===== config.mk =====
export PLATFORM = sky130hd
export DESIGN_NAME = instr_fetch
export DESIGN_NICKNAME = d
export VERILOG_FILES = /design/src/rtl/instr_fetch.sv
export SDC_FILE = /design/constraint.sdc
export NUM_CORES = 1
export LEC_CHECK = 0
export ABC_AREA = 1
export CAP_MARGIN = 40
export CORE_AREA = 10 10 143 145
export DETAILED_ROUTE_END_ITERATION = 16
export DIE_AREA = 0 0 153 155
export SLEW_MARGIN = 20
export SYNTH_ARGS = -nofsm -noshare
export SYNTH_HDL_FRONTEND = slang
export SYNTH_SLANG_ARGS = --single-unit

===== constraint.sdc =====
create_clock -name clk -period 5.4 [get_ports clk]
set_input_delay 0.54 -clock clk [delete_from_list [all_inputs] [get_ports clk]]
set_output_delay 0.54 -clock clk [all_outputs]
set_load 0.01 [all_outputs]

===== src/rtl/instr_fetch.sv =====
// Instruction fetch stage: PC register, single-outstanding valid/ready request to
// instruction memory, instruction register with decode slices, redirect handling.
module instr_fetch #(
    parameter int unsigned     XLEN      = 32,
    parameter logic [XLEN-1:0] RESET_PC  = 32'h0000_0000,
    parameter logic [XLEN-1:0] NOP_INSTR = 32'h0000_0013
) (
    input  logic            clk,
    input  logic            rst,
    output logic            imem_req_valid,
    input  logic            imem_req_ready,
    output logic [XLEN-1:0] imem_addr,
    input  logic            imem_rsp_valid,
    input  logic [XLEN-1:0] imem_rsp_data,
    input  logic            redirect_valid,
    input  logic [XLEN-1:0] redirect_pc,
    input  logic            stall,
    output logic            if_valid,
    output logic [XLEN-1:0] if_pc,
    output logic [XLEN-1:0] if_instr,
    output logic [6:0]      opcode,
    output logic [2:0]      funct_3,
    output logic [6:0]      funct_7,
    output logic [4:0]      rd,
    output logic [4:0]      rs1,
    output logic [4:0]      rs2
);

    typedef enum logic [2:0] {
        S_IDLE,
        S_REQ,
        S_WAIT,
        S_HOLD,
        S_DRAIN
    } state_t;

    state_t          state, state_n;
    logic [XLEN-1:0] pc, pc_n;
    logic            if_valid_n;
    logic [XLEN-1:0] if_pc_n;
    logic [XLEN-1:0] if_instr_n;
    logic [XLEN-1:0] redir_pc;

    assign redir_pc = redirect_pc & ~XLEN'(3);

    always_ff @(posedge clk or posedge rst) begin
        if (rst) begin
            state    <= S_IDLE;
            pc       <= RESET_PC;
            if_valid <= 1'b0;
            if_pc    <= RESET_PC;
            if_instr <= NOP_INSTR;
        end else begin
            state    <= state_n;
            pc       <= pc_n;
            if_valid <= if_valid_n;
            if_pc    <= if_pc_n;
            if_instr <= if_instr_n;
        end
    end

    always_comb begin
        state_n    = state;
        pc_n       = pc;
        if_valid_n = if_valid;
        if_pc_n    = if_pc;
        if_instr_n = if_instr;
        case (state)
            S_IDLE: state_n = S_REQ;
            // A request accepted in the redirect cycle still owes a response: drain it.
            S_REQ: begin
                if (imem_req_ready) state_n = redirect_valid ? S_DRAIN : S_WAIT;
            end
            S_WAIT: begin
                if (redirect_valid) begin
                    state_n = imem_rsp_valid ? S_REQ : S_DRAIN;
                end else if (imem_rsp_valid) begin
                    state_n    = S_HOLD;
                    if_valid_n = 1'b1;
                    if_pc_n    = pc;
                    if_instr_n = imem_rsp_data;
                end
            end
            S_HOLD: begin
                if (redirect_valid) begin
                    state_n = S_REQ;
                end else if (!stall) begin
                    state_n    = S_REQ;
                    pc_n       = pc + XLEN'(4);
                    if_valid_n = 1'b0;
                    if_instr_n = NOP_INSTR;
                end
            end
            S_DRAIN: begin
                if (imem_rsp_valid) state_n = S_REQ;
            end
            default: state_n = S_IDLE;
        endcase
        // Redirect overrides stall and any capture made above.
        if (redirect_valid) begin
            pc_n       = redir_pc;
            if_valid_n = 1'b0;
            if_instr_n = NOP_INSTR;
        end
    end

    assign imem_req_valid = (state == S_REQ);
    assign imem_addr      = pc;

    assign opcode  = if_instr[6:0];
    assign rd      = if_instr[11:7];
    assign funct_3 = if_instr[14:12];
    assign rs1     = if_instr[19:15];
    assign rs2     = if_instr[24:20];
    assign funct_7 = if_instr[31:25];

    // A response with nothing outstanding is a memory-side protocol error.
    rsp_only_when_outstanding: assert property (
        @(posedge clk) disable iff (rst)
        imem_rsp_valid |-> (state == S_WAIT || state == S_DRAIN)
    );

endmodule


==> reports/metrics.cfg, run 1 <==
[setup_path]
required_ps = 5650
r2r_cells = 7
start_kind = input port
path_class = input port to register
crit_path_max_fanout = 57
r2r-start = state[2]$_DFFE_PP0P_
arrival_ps = 2850
cp-startpoint = redirect_valid
end_kind = register

[cts]
cts_resized = 0
root_buffer = clkbuf_16
cts_tree = done
postCtsSetupRepairBufs = 0
clockBufferDepth = 2
h-tree-depth = 3
holdBufCountCts = 0
cts_made_buffers = 9
clkSinkCount = 96
clock_latency_ps = 350
path_clk_slew_ps = 70

[synthesis]
synth_flop_cell = dfrtp_1
yosysWarnings = 0
syn_inst = 689
avgSynthCellArea_um2 = 7.57
synthMuxAreaShare_pct = 0.288
ys_top_cells_by_count = nand2_1, dfrtp_1, nor2_1, inv_1, o21ai_1
synth_seq_cells = 96
yosysTopAreaCell = dfrtp_1
synthXorXnorAreaFrac_pct = 0.336
synth_area_um2 = 5220
synth_top_family_by_area = simple AND/OR/NAND/NOR gates
synth_compound_area_share_pct = 11.0
synth_simple_gate_area_share_pct = 27.1
synth-async-reset-ratio_pct = 100
synth_most_common_cell = nand2_1
synth_top_area_share_pct = 44.6
yosys-top-cells-area = dfrtp_1, nand2_1, buf_4, nor2_1, inv_1
ys_seq_area_share_pct = 46.1
synthAdderAreaFrac_pct = 0.240
synth_cell_type_count = 34
synth_edf_count = 0

[detailed_routing]
vias = 4837
wl_per_cell_um = 16.1
totalWireLength_um = 17300
drcViolationCount = 0
ant_nets = 0
vias_per_cell = 4.51
first_pass_iters = 4
first_iter_violations = 365

[place]
dpl-instance-area_um2 = 7010
gp_congestion = 0.847
pre_cts_slack_ps = 2410
dpl.hpwl_um = 13300
io_buffers = 193

[timing]
fin_tns_setup_ps = 0
rsz0062_at_grt = false
fmax_mhz = 384
report.final.slew_viol_count = 0
fin_hold_ws_ps = 412
fin_skew_ps = 6.86
period_needed_ps = 2600
tightest_slew_ps = 769
period_share_pct = 48.2
fin_ws_ps = 2800
max_slew_margin_pct = 48.6
finalHoldViolations = 0
setup_viol = 0

[power]
power_leakage_nw = 3.34
p_per_area_nw_per_um2 = 368
peakVddDrop_uv = 174

[floorplanning]
start_util_pct = 29.6
die_x_um = 153
core_area_um2 = 17700
die_height_um = 155
ios = 200
rows = 49
die_area_um2 = 23700

[finish]
layout-drive-gt1-share_pct = 5.45
final_cell_area_um2 = 7350
layout.nets = 910
num_antenna_cells = 0
area_growth_pct = 40.8
final_util_pct = 41.6

[global_route]
antenna_found_initial = 0
grt_pass1_wl_um = 27800
grt_pass1_vias = 4908
globalRouteOverflowTotal = 0
grt_max_degree = 60
track_usage_pct = 14.4

[flow_run]
maxCapViolations = 0

[outcome]
outcome = completed

[hold_path]
min_path_type = input port to async pin

where the power goes:
part / switching (mW) / total (mW) / internal, mW
registers: 0.151 / 1.04 / 0.889
logic: 0.500 / 0.989 / 0.489
clock network: 0.300 / 0.674 / 0.374
total: 0.951 / 2.70 / 1.75
critical path, cell delays in order:
cell             delay, ps
clkdlybuf4s50_1        390
buf_4                  200
inv_1                  130
buf_4                  490
nand2_1                100
nor2_1                 150
a31oi_2                 70
nand2_2                510
nand2_1                140
o21ai_1                110
state kept, by name, indices dropped and copies added, names as in the netlist:
signal / flops
if_instr: 32
if_pc: 30
if_valid: 1
imem_addr: 30
state: 3
cell usage in the layout, fill, tap and decap left out, types with 9 or more instances in the layout:
| master | synthesis | layout |
|---|---|---|
| nand3_1 | 36 | 36 |
| nor2_2 | 9 | 9 |
| a21oi_1 | 16 | 16 |
| nor2_1 | 79 | 79 |
| dfrtp_1 | 93 | 93 |
| o21ai_0 | 27 | 27 |
| inv_1 | 78 | 77 |
| clkbuf_16 | 0 | 9 |
| nand2_1 | 198 | 198 |
| clkdlybuf4s50_1 | 0 | 193 |
| o21ai_1 | 53 | 53 |
stage by stage:
stage,power [mW],std cells
floorplan,1.53,692
global placement,2.05,1056
detailed placement,2.06,1056
CTS,2.75,1072
global route,2.89,1073
finish,2.70,1073
layer usage:
metal  part of all wire, %  track usage, %  vias up
met5                     0               0        -
met4                   1.7            4.90        0
met3                   8.4            4.63       21
met2                    43            22.0      190
met1                    46            18.9     2201
li1                      -               -     2425
cells by family after synthesis:
logic type                 after synthesis
buffers and inverters                  141
and+or+nand+nor                        338
muxes                                    1
other                                    1
xor gates and xnor gates                 2
DFF                                     96
adders and majority gates                1
AOI/OAI and AO/OA                      109
worst paths after layout:
check	endpoint	slack, ps
min in group clk	if_valid$_DFFE_PP0P_	480
worst min register to register	if_valid$_DFFE_PP0P_	480
max in group asynchronous	if_instr[1]$_DFFE_PP1P_	3860
worst min-delay path	if_instr[2]$_DFFE_PP0P_	410
worst max register to register	if_pc[20]$_DFFE_PP0P_	3210
worst max-delay path	if_instr[9]$_DFFE_PP0P_	2800
area by class of cell:
cell class / count / area [um2]
Tap cell: 229 / 287
Clock inverter: 6 / 67.6
Sequential cell: 96 / 2410
Clock buffer: 10 / 239
Fill cell: 1860 / 10300
Inverter: 79 / 299
Timing Repair Buffer: 198 / 1990
Multi-Input combinational cell: 455 / 2060
Note: power is estimated with default switching activity, not from simulation.
==> run 2: changes to the inputs <==
==> constraint.sdc (replaced) <==
create_clock -name clk -period 2.25 [get_ports clk]
set_input_delay 0.225 -clock clk [delete_from_list [all_inputs] [get_ports clk]]
set_output_delay 0.225 -clock clk [all_outputs]
set_load 0.01 [all_outputs]
==> reports/metrics.cfg, run 2 (synthesized netlist as in run 1, its figures left out) <==
[finish]
final_cell_area_um2 = 7370
regArea_um2 = 2410
largest_reg_flops = 32
max_flop_register = if_instr
mostFrequentLayoutCells = nand2_1, clkdlybuf4s50_1, dfrtp_1
layout_commonest_cell = nand2_1
nFillCells = 1843
num_antenna_cells = 0
area_growth_pct = 41.2
multi_input_area_um2 = 2060
layout-drive-gt1-share_pct = 5.90
layout.nets = 913

[floorplanning]
die_x_um = 153
core_area_um2 = 17700
die_area_um2 = 23700
ios = 200
start_util_pct = 29.6
rows = 49
die_height_um = 155

[global_route]
antenna_found_initial = 0
grt_pass1_wl_um = 27500
grt_pass1_vias = 4843
grt_max_degree = 67
globalRouteOverflowTotal = 0
track_usage_pct = 14.4

[cts]
root_buffer = clkbuf_16
postCtsSetupRepairBufs = 0
path_clk_slew_ps = 70
clkSinkCount = 96
clock_latency_ps = 350
cts_tree = done
cts_resized = 0
cts_made_buffers = 9
clockBufferDepth = 2
h-tree-depth = 3
holdBufCountCts = 0

[setup_path]
start_kind = register
arrival_ps = 1760
crit_path_max_fanout = 7
cp_cell_sequence = inv_1 > nor3_2 > clkdlybuf4s50_1
end_kind = output port
slowest_delay_ps = 590
cp-startpoint = state[0]$_DFFE_PP0P_
required_ps = 2030
r2r-start = imem_addr[3]$_DFFE_PP0P_
crit_path_top_delay_cell = clkdlybuf4s50_1
path_class = register to output port
r2r_cells = 10

[power]
power_leakage_nw = 3.35
p_per_area_nw_per_um2 = 866
peakVddDrop_uv = 399

[place]
dpl.hpwl_um = 13500
io_buffers = 193
gp_congestion = 0.867
dpl-instance-area_um2 = 7090

[timing]
rsz0062_at_grt = false
setup_viol = 0
finalHoldViolations = 0
period_needed_ps = 1990
fmax_mhz = 503
fin_skew_ps = 8.85
report.final.slew_viol_count = 0
fin_tns_setup_ps = 0
period_share_pct = 88.3

[detailed_routing]
ant_nets = 0
first_pass_iters = 5
first_iter_violations = 286
totalWireLength_um = 17200
drcViolationCount = 0
wl_per_cell_um = 16.0
vias = 4832
vias_per_cell = 4.49

[hold_path]
min_path_type = input port to async pin

[flow_run]
maxCapViolations = 0

[outcome]
outcome = completed

[run 2: final cells by class]
class	count	area share [%]
clock buffer	9	3.06
multi-input combinational	455	28.0
sequential	96	32.6
inverter	79	4.07
timing repair buffer	201	27.7
clock inverter	7	0.645
tap	229	3.89
[run 2: report_power, final]
group          internal, mW  switching (mW)  total [mW]
registers              2.13           0.377        2.51
logic                  1.20            1.21        2.41
clock network         0.750           0.710        1.46
[run 2: routing by layer]
metal | GRT usage [%] | wire (um)
met2 | 22.7 | 7750
met3 | 5.49 | 1580
met4 | 4.00 | 229
met5 | 0 | 0
met1 | 18.0 | 7690
[run 2: worst paths after layout]
check | end | slack, ps
hold reg to reg | if_valid$_DFFE_PP0P_ | 470
setup / recovery | imem_req_valid | 260
max in group asynchronous | if_instr[0]$_DFFE_PP1P_ | 1550
setup reg to reg | imem_addr[26]$_DFFE_PP0P_ | 390
min in group clk | if_instr[6]$_DFFE_PP0P_ | 410
hold / removal | if_instr[27]$_DFFE_PP0P_ | 320
[run 2: worst max-delay path: cells and delay by family (launching register included)]
kind	cells	cell delay [ps]
buf+inv	2	680
flops	1	510
simple gates	1	220
[run 2: metrics by stage]
stage / cells / total power [mW] / util [%] / setup WS (ps) / hold WS [ps]
2_1_floorplan: 692 / 3.68 / - / 692 / 355
3_3_place_gp: 1060 / 4.97 / 40.2 / 327 / 453
3_5_place_dp: 1060 / 5.00 / 40.2 / 303 / 462
4_1_cts: 1076 / 6.49 / 41.7 / 96.0 / 337
5_1_grt: 1076 / 6.84 / 41.7 / 130 / 357
6_report: 1076 / 6.38 / 41.7 / 263 / 315
==> run 3: changes to the inputs <==
--- a/config.mk
+++ b/config.mk
@@ -10,6 +10,7 @@
 export CORE_AREA = 10 10 143 145
 export DETAILED_ROUTE_END_ITERATION = 16
 export DIE_AREA = 0 0 153 155
+export HOLD_SLACK_MARGIN = 0.02
 export SLEW_MARGIN = 20
 export SYNTH_ARGS = -nofsm -noshare
 export SYNTH_HDL_FRONTEND = slang
==> results of run 3 <==
No change in the layout: final DEF, timing and power equal those of run 2.
